## src/rtl/fm_3d_mu_burst_rd_resp_pkg.sv

```systemverilog
// Shared widths and FSM encoding for the 3D memory-unit burst-read responder.
// Width defaults track the interconnect address/length/data widths.
package fm_3d_mu_burst_rd_resp_pkg;

  localparam int unsigned AW_DEF = 22;
  localparam int unsigned LW_DEF = 6;
  localparam int unsigned DW_DEF = 128;

  typedef enum logic {
    S_IDLE  = 1'b0,
    S_ISSUE = 1'b1
  } state_e;

endpackage

```

## src/rtl/fm_3d_mu_cmd_fifo.sv

```systemverilog
// Synchronous command FIFO holding {adrs, len} entries for the burst responder.
// Head entry is presented combinationally; push is accepted when full if a pop happens too.
module fm_3d_mu_cmd_fifo #(
  parameter int unsigned P_W     = 28,
  parameter int unsigned P_DEPTH = 2
) (
  input  logic           clk_core,
  input  logic           rst_x,
  input  logic           push_i,
  input  logic [P_W-1:0] data_i,
  input  logic           pop_i,
  output logic           full_o,
  output logic           empty_o,
  output logic [P_W-1:0] data_o
);

  localparam int unsigned AW = (P_DEPTH > 1) ? $clog2(P_DEPTH) : 1;

  logic [P_W-1:0] mem_q [P_DEPTH];
  logic [AW:0]    wr_ptr_q;
  logic [AW:0]    rd_ptr_q;
  logic           do_wr;
  logic           do_rd;

  // Extra pointer bit distinguishes full from empty when indices match.
  assign empty_o = (wr_ptr_q == rd_ptr_q);
  assign full_o  = (wr_ptr_q[AW] != rd_ptr_q[AW]) && (wr_ptr_q[AW-1:0] == rd_ptr_q[AW-1:0]);
  assign data_o  = mem_q[rd_ptr_q[AW-1:0]];
  assign do_rd   = pop_i & ~empty_o;
  assign do_wr   = push_i & (~full_o | do_rd);

  always_ff @(posedge clk_core) begin
    if (rst_x) begin
      wr_ptr_q <= '0;
      rd_ptr_q <= '0;
    end else begin
      if (do_wr) wr_ptr_q <= wr_ptr_q + (AW+1)'(1);
      if (do_rd) rd_ptr_q <= rd_ptr_q + (AW+1)'(1);
    end
  end

  always_ff @(posedge clk_core) begin
    if (do_wr) mem_q[wr_ptr_q[AW-1:0]] <= data_i;
  end

endmodule

```

## src/rtl/fm_3d_mu_burst_rd_resp.sv

```systemverilog
// Burst-read responder: queues {adrs, len} commands, splits them into single-beat
// memory reads with bounded outstanding count, and returns data as strobed beats.
module fm_3d_mu_burst_rd_resp
  import fm_3d_mu_burst_rd_resp_pkg::*;
#(
  parameter int unsigned P_AW       = AW_DEF,
  parameter int unsigned P_LW       = LW_DEF,
  parameter int unsigned P_DW       = DW_DEF,
  parameter int unsigned P_CQ_DEPTH = 2,
  parameter int unsigned P_MAX_OUT  = 8
) (
  input  logic            clk_core,
  input  logic            rst_x,
  input  logic            i_req_co,
  input  logic [P_AW-1:0] i_adrs_co,
  output logic            o_ack_co,
  input  logic [P_LW-1:0] i_len_co,
  output logic            o_strr_co,
  output logic [P_DW-1:0] o_dbr_co,
  output logic            o_mem_req,
  output logic [P_AW-1:0] o_mem_adrs,
  input  logic            i_mem_ack,
  input  logic            i_mem_rvalid,
  input  logic [P_DW-1:0] i_mem_dt,
  output logic            o_busy
);

  localparam int unsigned CW = P_AW + P_LW;
  localparam int unsigned OW = $clog2(P_MAX_OUT + 1);

  state_e          state_q, state_d;
  logic [P_AW-1:0] cur_adrs_q, cur_adrs_d;
  logic [P_LW-1:0] rem_q, rem_d;
  logic [OW-1:0]   out_cnt_q, out_cnt_d;
  logic            mem_req_q, mem_req_d;
  logic            strr_q, strr_d;
  logic [P_DW-1:0] dbr_q, dbr_d;

  logic            cq_full;
  logic            cq_empty;
  logic            cq_pop;
  logic [CW-1:0]   cq_data;
  logic [P_AW-1:0] head_adrs;
  logic [P_LW-1:0] head_len;
  logic            mem_hs;
  logic            rd_ret;

  fm_3d_mu_cmd_fifo #(
    .P_W     (CW),
    .P_DEPTH (P_CQ_DEPTH)
  ) u_cmd_fifo (
    .clk_core (clk_core),
    .rst_x    (rst_x),
    .push_i   (o_ack_co),
    .data_i   ({i_adrs_co, i_len_co}),
    .pop_i    (cq_pop),
    .full_o   (cq_full),
    .empty_o  (cq_empty),
    .data_o   (cq_data)
  );

  assign o_ack_co  = i_req_co & ~cq_full;
  assign head_adrs = cq_data[CW-1:P_LW];
  assign head_len  = cq_data[P_LW-1:0];
  assign mem_hs    = mem_req_q & i_mem_ack;
  // Returns with nothing outstanding are leftovers from before a reset.
  assign rd_ret    = i_mem_rvalid & (out_cnt_q != '0);

  always_comb begin
    state_d    = state_q;
    cur_adrs_d = cur_adrs_q;
    rem_d      = rem_q;
    cq_pop     = 1'b0;
    out_cnt_d  = out_cnt_q;
    strr_d     = rd_ret;
    dbr_d      = dbr_q;

    case (state_q)
      S_IDLE: begin
        if (!cq_empty) begin
          cq_pop     = 1'b1;
          cur_adrs_d = head_adrs;
          rem_d      = head_len;
          if (head_len != '0) state_d = S_ISSUE;
        end
      end
      S_ISSUE: begin
        if (mem_hs) begin
          cur_adrs_d = cur_adrs_q + P_AW'(1);
          rem_d      = rem_q - P_LW'(1);
          if (rem_q == P_LW'(1)) state_d = S_IDLE;
        end
      end
      default: state_d = S_IDLE;
    endcase

    case ({mem_hs, rd_ret})
      2'b10:   out_cnt_d = out_cnt_q + OW'(1);
      2'b01:   out_cnt_d = out_cnt_q - OW'(1);
      default: out_cnt_d = out_cnt_q;
    endcase

    // Request is registered from next-state values so it holds until acked.
    mem_req_d = (state_d == S_ISSUE) && (out_cnt_d < OW'(P_MAX_OUT));
    if (rd_ret) dbr_d = i_mem_dt;
  end

  always_ff @(posedge clk_core) begin
    if (rst_x) begin
      state_q    <= S_IDLE;
      cur_adrs_q <= '0;
      rem_q      <= '0;
      out_cnt_q  <= '0;
      mem_req_q  <= 1'b0;
      strr_q     <= 1'b0;
      dbr_q      <= '0;
    end else begin
      state_q    <= state_d;
      cur_adrs_q <= cur_adrs_d;
      rem_q      <= rem_d;
      out_cnt_q  <= out_cnt_d;
      mem_req_q  <= mem_req_d;
      strr_q     <= strr_d;
      dbr_q      <= dbr_d;
    end
  end

  assign o_mem_req  = mem_req_q;
  assign o_mem_adrs = cur_adrs_q;
  assign o_strr_co  = strr_q;
  assign o_dbr_co   = dbr_q;
  assign o_busy     = ~cq_empty | (state_q == S_ISSUE) | (out_cnt_q != '0) | strr_q;

endmodule

```

## config.mk

```make
export PLATFORM = sky130hd
export DESIGN_NAME = fm_3d_mu_burst_rd_resp
export DESIGN_NICKNAME = d
export VERILOG_FILES = /design/src/rtl/fm_3d_mu_burst_rd_resp_pkg.sv /design/src/rtl/fm_3d_mu_cmd_fifo.sv /design/src/rtl/fm_3d_mu_burst_rd_resp.sv
export SDC_FILE = /design/constraint.sdc
export NUM_CORES = 1
export LEC_CHECK = 0
export CAP_MARGIN = 10
export CORE_MARGIN = 3
export CORE_UTILIZATION = 50
export CTS_BUF_LIST = sky130_fd_sc_hd__clkbuf_4 sky130_fd_sc_hd__clkbuf_8
export CTS_CLUSTER_SIZE = 30
export DETAILED_ROUTE_END_ITERATION = 8
export GPL_TIMING_DRIVEN = 0
export MAX_ROUTING_LAYER = met4
export PLACE_DENSITY_LB_ADDON = 0.2
export REMOVE_ABC_BUFFERS = 1
export SYNTH_ARGS = -nofsm -noshare
export SYNTH_HDL_FRONTEND = slang
export SYNTH_HIERARCHICAL = 1
export SYNTH_SLANG_ARGS = --single-unit
```

## constraint.sdc

```tcl
create_clock -name clk_core -period 9.7 [get_ports clk_core]
set_clock_uncertainty 0.2 [all_clocks]
set_input_delay 0.97 -clock clk_core [delete_from_list [all_inputs] [get_ports clk_core]]
set_output_delay 0.97 -clock clk_core [all_outputs]
set_load 0.03 [all_outputs]
```

## Word level (Yosys, flattened, before mapping)

Memory sizes are Yosys's and may differ from the RTL's. A register that Yosys moved wholly into a read port is not among the register bits.
Index checks and enable logic that the tools add are counted.

| storage, ports and cells | value |
|---|---|
| logic and storage cells | 60 |
| memory bits (writable) | 56 |
| bits in registers | 167 |
| memories kept | 1 |
| input bits | 161 |

| cells by class | value |
|---|---|
| magnitude comparators | 1 |
| bitwise gates (word level) | 12 |
| add/sub/neg operators | 6 |
| mux-type cells | 18 |
| eq/ne operators | 8 |
| reduce and logical (&&, ||, !) cells | 5 |

Memory list:

| name | words | bits a word | rd ports | clocked after Yosys merged registers in | wr ports | RTL line | text |
|---|---|---|---|---|---|---|---|
| u_cmd_fifo.mem_q | 2 | 28 | 1 | 1 | 1 | fm_3d_mu_cmd_fifo.sv:19 | `logic [P_W-1:0] mem_q [P_DEPTH];` |

Operators by type and width:

| cell | number |
|---|---|
| $mux W22 | 2 |
| $pmux W22 S2 | 1 |
| $add A22 B1 Y22 const B | 1 |
| $mux W6 | 2 |
| $pmux W6 S2 | 1 |
| $mux W1 | 10 |
| $pmux W4 S2 | 1 |
| $eq A6 B1 Y1 const B | 1 |
| $reduce_bool A6 Y1 | 1 |
| $sub A6 B1 Y6 const B | 1 |
| $and A1 B1 Y1 | 5 |
| $add A2 B1 Y2 const B | 2 |
| $add A4 B1 Y4 const B | 1 |
| $lt A4 B4 Y1 const B | 1 |
| $or A1 B1 Y1 | 4 |
| $reduce_bool A4 Y1 | 1 |
| $sub A4 B1 Y4 const B | 1 |
| $not A1 Y1 | 3 |
| $eq A2 B1 Y1 const B | 1 |
| $eq A2 B2 Y1 | 1 |
| $eq A2 B2 Y1 const B | 1 |
| $logic_and A1 B1 Y1 | 2 |
| $ne A2 B1 Y1 const B | 1 |
| $ne A2 B2 Y1 const B | 1 |
| other kinds (4) | 4 |

## Depth between registers and ports, before layout

| depth | value |
|---|---|
| depth in word-level cells | 8 |
| mapped depth | 12 |
| gate-level depth less buffers | 11 |

## Hierarchy

The synthesis kept the hierarchy.

By module, submodules not included:

| module | area an instance (µm²) | sequential area each (µm²) | cells each | instances |
|---|---|---|---|---|
| fm_3d_mu_burst_rd_resp | 6,573.8 | 3,263.1 | 832 | 1 |
| fm_3d_mu_cmd_fifo | 2,307.2 | 1,781.7 | 122 | 1 |

## Worst setup path after synthesis

Ideal clock, no wire load.

| timing path | value |
|---|---|
| path type | input port to flip-flop |
| start point | input port i_req_co |
| end point | memory u_cmd_fifo.mem_q[1][0], enable pin |
| data arrival time | 3.126 ns |
| required time | 9.078 ns |
| buffers on the path | 0 |
| slack | 5.952 ns |
| library setup time | 0.422 ns |
| stages | 3 |
| cells stage by stage | nor2b_1 -> nand2_2 -> a21oi_1 |

| on the way | value |
|---|---|
| cells in the longest elaborated chain, start to end | 4 |

RTL lines:

| item | RTL line | text |
|---|---|---|
| start: declaration | fm_3d_mu_burst_rd_resp.sv:14 | `input logic i_req_co,` |
| $and A1 B1 Y1 | fm_3d_mu_burst_rd_resp.sv:62 | `assign o_ack_co = i_req_co & ~cq_full;` |
| $and A1 B1 Y1 | fm_3d_mu_cmd_fifo.sv:30 | `assign do_wr = push_i & (~full_o \| do_rd);` |
| $mux W1 | fm_3d_mu_cmd_fifo.sv:43 | `if (do_wr) mem_q[wr_ptr_q[AW-1:0]] <= data_i;` |
| $mux W1 (implied by the code) | fm_3d_mu_cmd_fifo.sv:43 |  |
| end: declaration | fm_3d_mu_cmd_fifo.sv:19 |  |

Every way passes these cells.

## Final worst setup path

| timing path | value |
|---|---|
| start point | input port i_mem_rvalid |
| end point | register mem_req_q, in the netlist o_mem_req |

| on the way | value |
|---|---|
| cells in the longest elaborated chain, start to end | 5 |

RTL lines:

| item | RTL line | text |
|---|---|---|
| start: declaration | fm_3d_mu_burst_rd_resp.sv:23 | `input logic i_mem_rvalid,` |
| $and A1 B1 Y1 * | fm_3d_mu_burst_rd_resp.sv:67 | `assign rd_ret = i_mem_rvalid & (out_cnt_q != '0);` |
| $eq A2 B1 Y1 or $eq A2 B2 Y1 (tied branches) | fm_3d_mu_burst_rd_resp.sv:97 | `case ({mem_hs, rd_ret})` |
| $pmux W4 S2 * | fm_3d_mu_burst_rd_resp.sv:97 |  |
| $lt A4 B4 Y1 * | fm_3d_mu_burst_rd_resp.sv:104 | `mem_req_d = (state_d == S_ISSUE) && (out_cnt_d < OW'(P_MAX_OUT));` |
| $logic_and A1 B1 Y1 * | fm_3d_mu_burst_rd_resp.sv:104 |  |
| end signal: assignment | fm_3d_mu_burst_rd_resp.sv:122 | `mem_req_q <= mem_req_d;` |
| end: declaration | fm_3d_mu_burst_rd_resp.sv:35 | `logic mem_req_q, mem_req_d;` |

Mark *: on every way between the ends. The rest lies on a longest branch, timed or not.
A chain may end at the register's enable or synchronous reset.

==> impl_metrics.json <==
{
  "status": "completed",
  "clock_latency_ns": 0.54,
  "final_nets": 1416,
  "power.leakage_nw": 4.47,
  "hold_class": "reg2reg",
  "cts_resized": 0,
  "regArea_um2": 5040,
  "grt.total_usage": 0.272,
  "netlist_area_um2": 8880,
  "drc_errors": 0,
  "yosys.area_share.adder": 0.00986,
  "utilization": 0.740,
  "via_per_inst": 5.27,
  "maxClockFrequency_mhz": 248,
  "die_x_um": 139,
  "htree_levels": 2,
  "ys_ff_latch": 224,
  "syn_inst": 954,
  "setup_viol": 0,
  "crit_type": "in2reg",
  "cts_buffers": 37,
  "antenna_found_initial": 3,
  "wirelength_mm": 26.5,
  "post-dp-hpwl_mm": 18.5,
  "synth_ff_type": "dfxtp_1",
  "yosys_warnings": 6,
  "grt_pass1_vias": 7735,
  "clk_path_buf_depth": 3,
  "synthXorXnorAreaFrac": 0.00789,
  "multi_input_area_um2": 3440,
  "first_iter_violations": 534,
  "dieHeight_um": 139,
  "holdBufCountCts": 0,
  "final_area_um2": 12800,
  "worstMarginPinSlew_ns": 1.22,
  "cp.arrival_ns": 4.24,
  "drive_gt1_frac": 0.0887,
  "synthDistinctLibCells": 63,
  "portBuffers": 314,
  "vdd_ir_drop_max_mv": 0.180,
  "cts_sinks": 224,
  "tns_ns": 0,
  "synth_edf_count": 56,
  "yosys.area_share.simple": 0.189,
  "ant_nets": 0,
  "finalWorstSetupSlack_ns": 5.67,
  "initial_core_util": 0.512,
  "synth_top_family_by_area": "simple AND/OR/NAND/NOR gates",
  "start_kind": "primary input",
  "pre_cts_ws_ns": 5.10,
  "syn2layout_area_growth_pct": 44.5,
  "cts_tree": "built",
  "grt_max_degree": 119,
  "placeableCoreArea_um2": 17400,
  "synth_compound_area_frac": 0.137,
  "final_cells": 1502,
  "finalCritPeriodShare": 0.415,
  "period_needed_ns": 4.03,
  "grt_setup_unrepaired": "false",
  "clk_pin_slew_ns": 0.06,
  "vias": 7915,
  "nFillCells": 1313,
  "worst-path-max-fanout": 66,
  "post_cts_buffers": 0,
  "syn_area_per_cell_um2": 9.31,
  "dp_cells": 1434,
  "grt_pass1_wl_mm": 41.5,
  "hold_viol": 0,
  "cts_root_buffer": "clkbuf_8",
  "wl_per_cell_um": 17.7,
  "grt-ovfl-total": 0,
  "drtPass1Iterations": 5,
  "dpl_cell_area_um2": 12100,
  "powerDensity_nw_per_um2": 255,
  "synth.area.mux_share": 0.0423,
  "layout_common_cells": "clkdlybuf4s50_1 (313), nand2_1 (280), dfxtp_1 (168)",
  "seq_area_frac_synth": 0.568,
  "io_pins": 315,
  "cp.required_ns": 9.91,
  "die_area_um2": 19400,
  "cp-end-kind": "register",
  "drv_cap": 0,
  "async_reset_ff_frac": 0,
  "final_common_cell": "clkdlybuf4s50_1",
  "rows": 48,
  "relSlewSlack": 0.183,
  "drv_slew": 0,
  "place_congestion": 0.826
}
path summary, 6_finish.rpt:
kind / cells after the start / slack (ns) / endpoint / startpoint
max: 11 / 5.67 / o_mem_req / i_mem_rvalid
min: 2 / 0.25 / o_dbr_co[39] / o_dbr_co[39]
max reg2reg: 11 / 5.75 / o_mem_req / out_cnt_q[0]
min reg2reg: 2 / 0.25 / o_dbr_co[39] / o_dbr_co[39]
worst max-delay path, stage by stage:
cell and delay (ns):
clkdlybuf4s50_1 0.50, nand2_4 0.39, buf_16 0.38, inv_4 0.48, ha_1 0.36, ha_1 0.31
a31o_2 0.26, a21oi_1 0.12, o21ai_0 0.11, xor2_1 0.17, and2_1 0.14
report_power, final:
group,leakage (nW),switching [W],internal [W]
logic,2.19,0.000697,0.000473
clock network,0.401,0.000360,0.000468
registers,1.89,0.000136,0.00113
kinds of logic (layout without fill, tap and decap cells):
logic type | after synthesis | count (layout)
buf+inv | 74 | 394
flops | 224 | 224
xor+xnor | 8 | 8
simple gates | 390 | 390
other cells | 0 | 3
mux | 34 | 34
compound gates | 217 | 217
fa+ha+maj | 7 | 7
synthesized netlist by cell type (2+ instances only):
library cell / count / area share
a211oi_1: 5 / 0.0042
a21oi_1: 159 / 0.090
a22oi_1: 3 / 0.0025
a311oi_1: 2 / 0.0020
a31oi_1: 9 / 0.0063
a32oi_1: 2 / 0.0020
a41oi_1: 3 / 0.0030
and2_1: 3 / 0.0021
and3_1: 3 / 0.0021
and4_1: 2 / 0.0020
buf_2: 24 / 0.014
buf_4: 2 / 0.0017
buf_6: 13 / 0.016
clkbuf_1: 24 / 0.010
dfxtp_1: 168 / 0.38
edfxtp_1: 56 / 0.19
ha_1: 7 / 0.0099
inv_1: 8 / 0.0034
inv_2: 2 / 0.00085
mux2_2: 28 / 0.036
mux2i_1: 6 / 0.0068
nand2_1: 280 / 0.12
nand2_2: 2 / 0.0014
nand2b_1: 2 / 0.0014
nand3_1: 17 / 0.0096
nand3b_1: 2 / 0.0017
nand4_1: 6 / 0.0042
nor2_1: 34 / 0.014
nor2b_1: 3 / 0.0021
nor3_1: 11 / 0.0062
nor3b_1: 4 / 0.0034
nor4_1: 6 / 0.0042
o211ai_1: 3 / 0.0025
o21ai_0: 13 / 0.0073
o21ai_1: 2 / 0.0011
o22ai_1: 2 / 0.0014
o31a_1: 4 / 0.0039
or3_1: 3 / 0.0021
xnor2_1: 2 / 0.0020
xor2_1: 6 / 0.0059
state kept, by name (all words and copies together), names as in the netlist, 2 cells and up, named ones only:
signal,flops
o_dbr_co,128
o_mem_adrs,22
out_cnt_q,4
rem_q,6
u_cmd_fifo/mem_q,56
u_cmd_fifo/rd_ptr_q,2
u_cmd_fifo/wr_ptr_q,2
through the flow:
stage / hold slack, ns / total power, W
3_5_place_dp: 0.246 / 0.00246
6_report: 0.251 / 0.00327
2_1_floorplan: 0.248 / 0.00193
3_3_place_gp: 0.240 / 0.00242
5_1_grt: 0.267 / 0.00344
4_1_cts: 0.253 / 0.00329
area by class of cell:
class,instances,share of cell area
Inverter,10,0.00312
Timing Repair Buffer,319,0.256
Clock inverter,4,0.00166
Tap cell,225,0.0219
Sequential cell,224,0.393
Antenna cell,3,0.000585
Clock buffer,61,0.0561
Multi-Input combinational cell,656,0.268
layer usage:
layer  part of all wire  routed length [um]  vias up  track usage
met5                  0                   0        -            -
met4              0.024                 643        0       0.0875
met3              0.098                2590       53       0.0931
met2               0.50               13400      299        0.459
met1               0.37                9930     3678        0.304
li1                   -                   -     3885            -
Power figures use the tool's default switching activity.
==> RTL edit (same settings) <==
The package constant `DW_DEF` goes from 128 to 192.
--- a/src/rtl/fm_3d_mu_burst_rd_resp_pkg.sv
+++ b/src/rtl/fm_3d_mu_burst_rd_resp_pkg.sv
@@ -5,5 +5,5 @@
   localparam int unsigned AW_DEF = 22;
   localparam int unsigned LW_DEF = 6;
-  localparam int unsigned DW_DEF = 128;
+  localparam int unsigned DW_DEF = 192;
 
   typedef enum logic {
Interface: changed (resized i_mem_dt and o_dbr_co); port bits go from 315 to 443. The function was not compared with the original's and may differ.
==> RTL edit against the original RTL <==
Cell area up 30%; sequential cell count up 64; via count rose by 34%; worst setup slack improved by 27 ps; power grew 30%; critical path depth down 2; area after synthesis up 24%; combinational power increased by 32%; wire length increased by 46%; critical path type unchanged; largest power group unchanged.
==> RTL edit: results (changes against the original RTL) <==
.. list-table::
   :header-rows: 1

   * - Metric
     - Value
   * - Gate family responsible for the most delay along the worst path
     - buffers and inverters
   * - First-pass iteration count of the detailed router
     - 5 (unchanged)
   * - Count of buffers inserted at the top-level ports
     - 442 (+41%)
   * - Multiplexer area fraction after synthesis
     - 0.0379 (-0.00437)
   * - Detailed Route Iter0 Violations
     - 892 (+67%)
   * - Leakage component of the power
     - 5.75 nW (+29%)
   * - Total GRT Usage
     - 0.313 (+0.0414)
   * - Unique cell type count in the Yosys netlist
     - 68 (+7.9%)
   * - Met1 Routed Length
     - 13,400 um (+35%)
   * - Total CTS buffers
     - 46 (+24%)
   * - CP max stage delay
     - 670 ps (+170 ps)
   * - Worst vdd rail ir drop
     - 0.157 mV (-12%)
   * - Final wirelength
     - 38,700 um (+46%)
   * - Count of cells resized by post-cts repair
     - 0 (unchanged)
   * - Cell with the largest stage delay on the worst path
     - inv_6
   * - Compound-cell area share of the yosys netlist
     - 0.139 (+0.00201)
   * - Last weighted congestion value of the routability-driven placer
     - 0.883 (+6.9%)
   * - Root cell of the clock tree
     - clkbuf_8
   * - Net total in the final layout
     - 1,875 (+32%)
   * - Clk buf depth
     - 3 (unchanged)
   * - Top cells by area in the synthesized netlist
     - dfxtp_1 (42%), edfxtp_1 (15%), nand2_1 (14%)
   * - Post-synth EDFFs
     - 56 (unchanged)
   * - Worst skew pair latency
     - 540 ps (about the same)
   * - Status
     - complete, no violations
   * - Highest fanout seen on the critical path
     - 113 (+71%)
   * - Leading post-synthesis cells by instance count
     - nand2_1 (414), dfxtp_1 (232), a21oi_1 (214)
   * - Xor/xnor cell area share of the yosys netlist
     - 0.00556 (-0.00233)
   * - Critical path data arrival time
     - 4220 ps (-20 ps)
   * - Worst Tran Pin Value
     - 1150 ps (-76.0 ps)
   * - Detailed-routed wire length on met3
     - 3590 um (+39%)
   * - Largest net degree at the start of global routing
     - 144 (+21%)
   * - Final routed wire length divided by cell count
     - 19.7 um (+12%)
   * - Fraction of final layout cells sized beyond drive strength 1
     - 0.0810 (-0.00765)
   * - Antenna-violating nets left
     - 0 (unchanged)
   * - Highest metal used
     - met4
   * - Initial antenna violation count
     - 11 (+8)
   * - Wire length on met2
     - 19,300 um (+44%)
   * - Wire length of the first global-routing pass
     - 56,800 um (+37%)
   * - Number of vias after detailed routing
     - 10,600 (+34%)
   * - Half-perimeter wire length of the detailed placement result
     - 27,100 um (+46%)
   * - Mean cell area of the mapped netlist
     - 8.95 um2 (-3.8%)
   * - Proportion of synthesized chip area in sequential cells
     - 0.574 (+0.00559)
   * - Post-Synth Adder-Cell Area
     - 0.00794 (-0.00192)
   * - Largest register FFs
     - 192 (+50%)
   * - H-tree levels
     - 2 (unchanged)
   * - Via count of the first global-routing pass
     - 10,300 (+33%)
[RTL edit: worst reg2reg max path: cells and delay by family (launching register included)]
family / cells / cell delay (ps)
AO/OA/AOI/OAI: 3 / 760
AND/OR/NAND/NOR: 2 / 1000
flip-flops: 1 / 350
adder cells (fa/ha/maj): 2 / 760
buffers and inverters: 1 / 360
multiplexers: 1 / 380
[RTL edit: cell type report]
cell class	count	area (um2)
diodes	11	27.5
inverters	11	46.3
repair buffers	448	4590
multi-input cells	848	4280
flip-flops and latches	288	6330
clock inverters	7	60.1
clock buffers	76	946
well taps	275	344
fillers	1488	4730
[RTL edit: per-stage QoR]
step	setup slack, ps	utilization	instance area, um2	setup TNS [ps]	hold slack [ps]
CTS	5720	0.777	16600	0	253
floorplan	-747	-	10600	-1350	244
global placement	-7290	0.721	15400	-1175680	241
finish	5700	0.779	16600	0	252
detailed placement	5150	0.730	15600	0	246
global route	5450	0.779	16600	0	267
[RTL edit: cells by family after synthesis]
group	after synthesis
adder cells (fa/ha/maj)	7
flip-flops	288
XOR/XNOR	7
AO/OA/AOI/OAI	277
buffers and inverters	96
AND/OR/NAND/NOR	519
multiplexers	38
[RTL edit: worst paths after layout]
| check | start | endpoint | slack (ps) | cells past startpoint |
|---|---|---|---|---|
| worst min-delay path | o_dbr_co[176]$_SDFFE_PP0P_ | o_dbr_co[176]$_SDFFE_PP0P_ | 250 | 2 |
| worst min register to register | o_dbr_co[176]$_SDFFE_PP0P_ | o_dbr_co[176]$_SDFFE_PP0P_ | 250 | 2 |
| worst max-delay path | i_mem_rvalid | out_cnt_q[3]$_SDFF_PP0_ | 5700 | 9 |
| worst max register to register | out_cnt_q[0]$_SDFFE_PP0N_ | out_cnt_q[3]$_SDFF_PP0_ | 5770 | 9 |
[RTL edit: metal layers]
layer / vias up / global-route usage
met5: - / -
li1: 5031 / -
met2: 529 / 0.514
met4: 0 / 0.196
met1: 4925 / 0.334
met3: 121 / 0.0898
[RTL edit: where the power goes]
part           internal [mW]  leakage, nW  total [mW]  switching [mW]
clock                  0.641        0.543        1.11           0.472
combinational          0.598         2.80        1.54           0.939
sequential              1.44         2.41        1.59           0.154
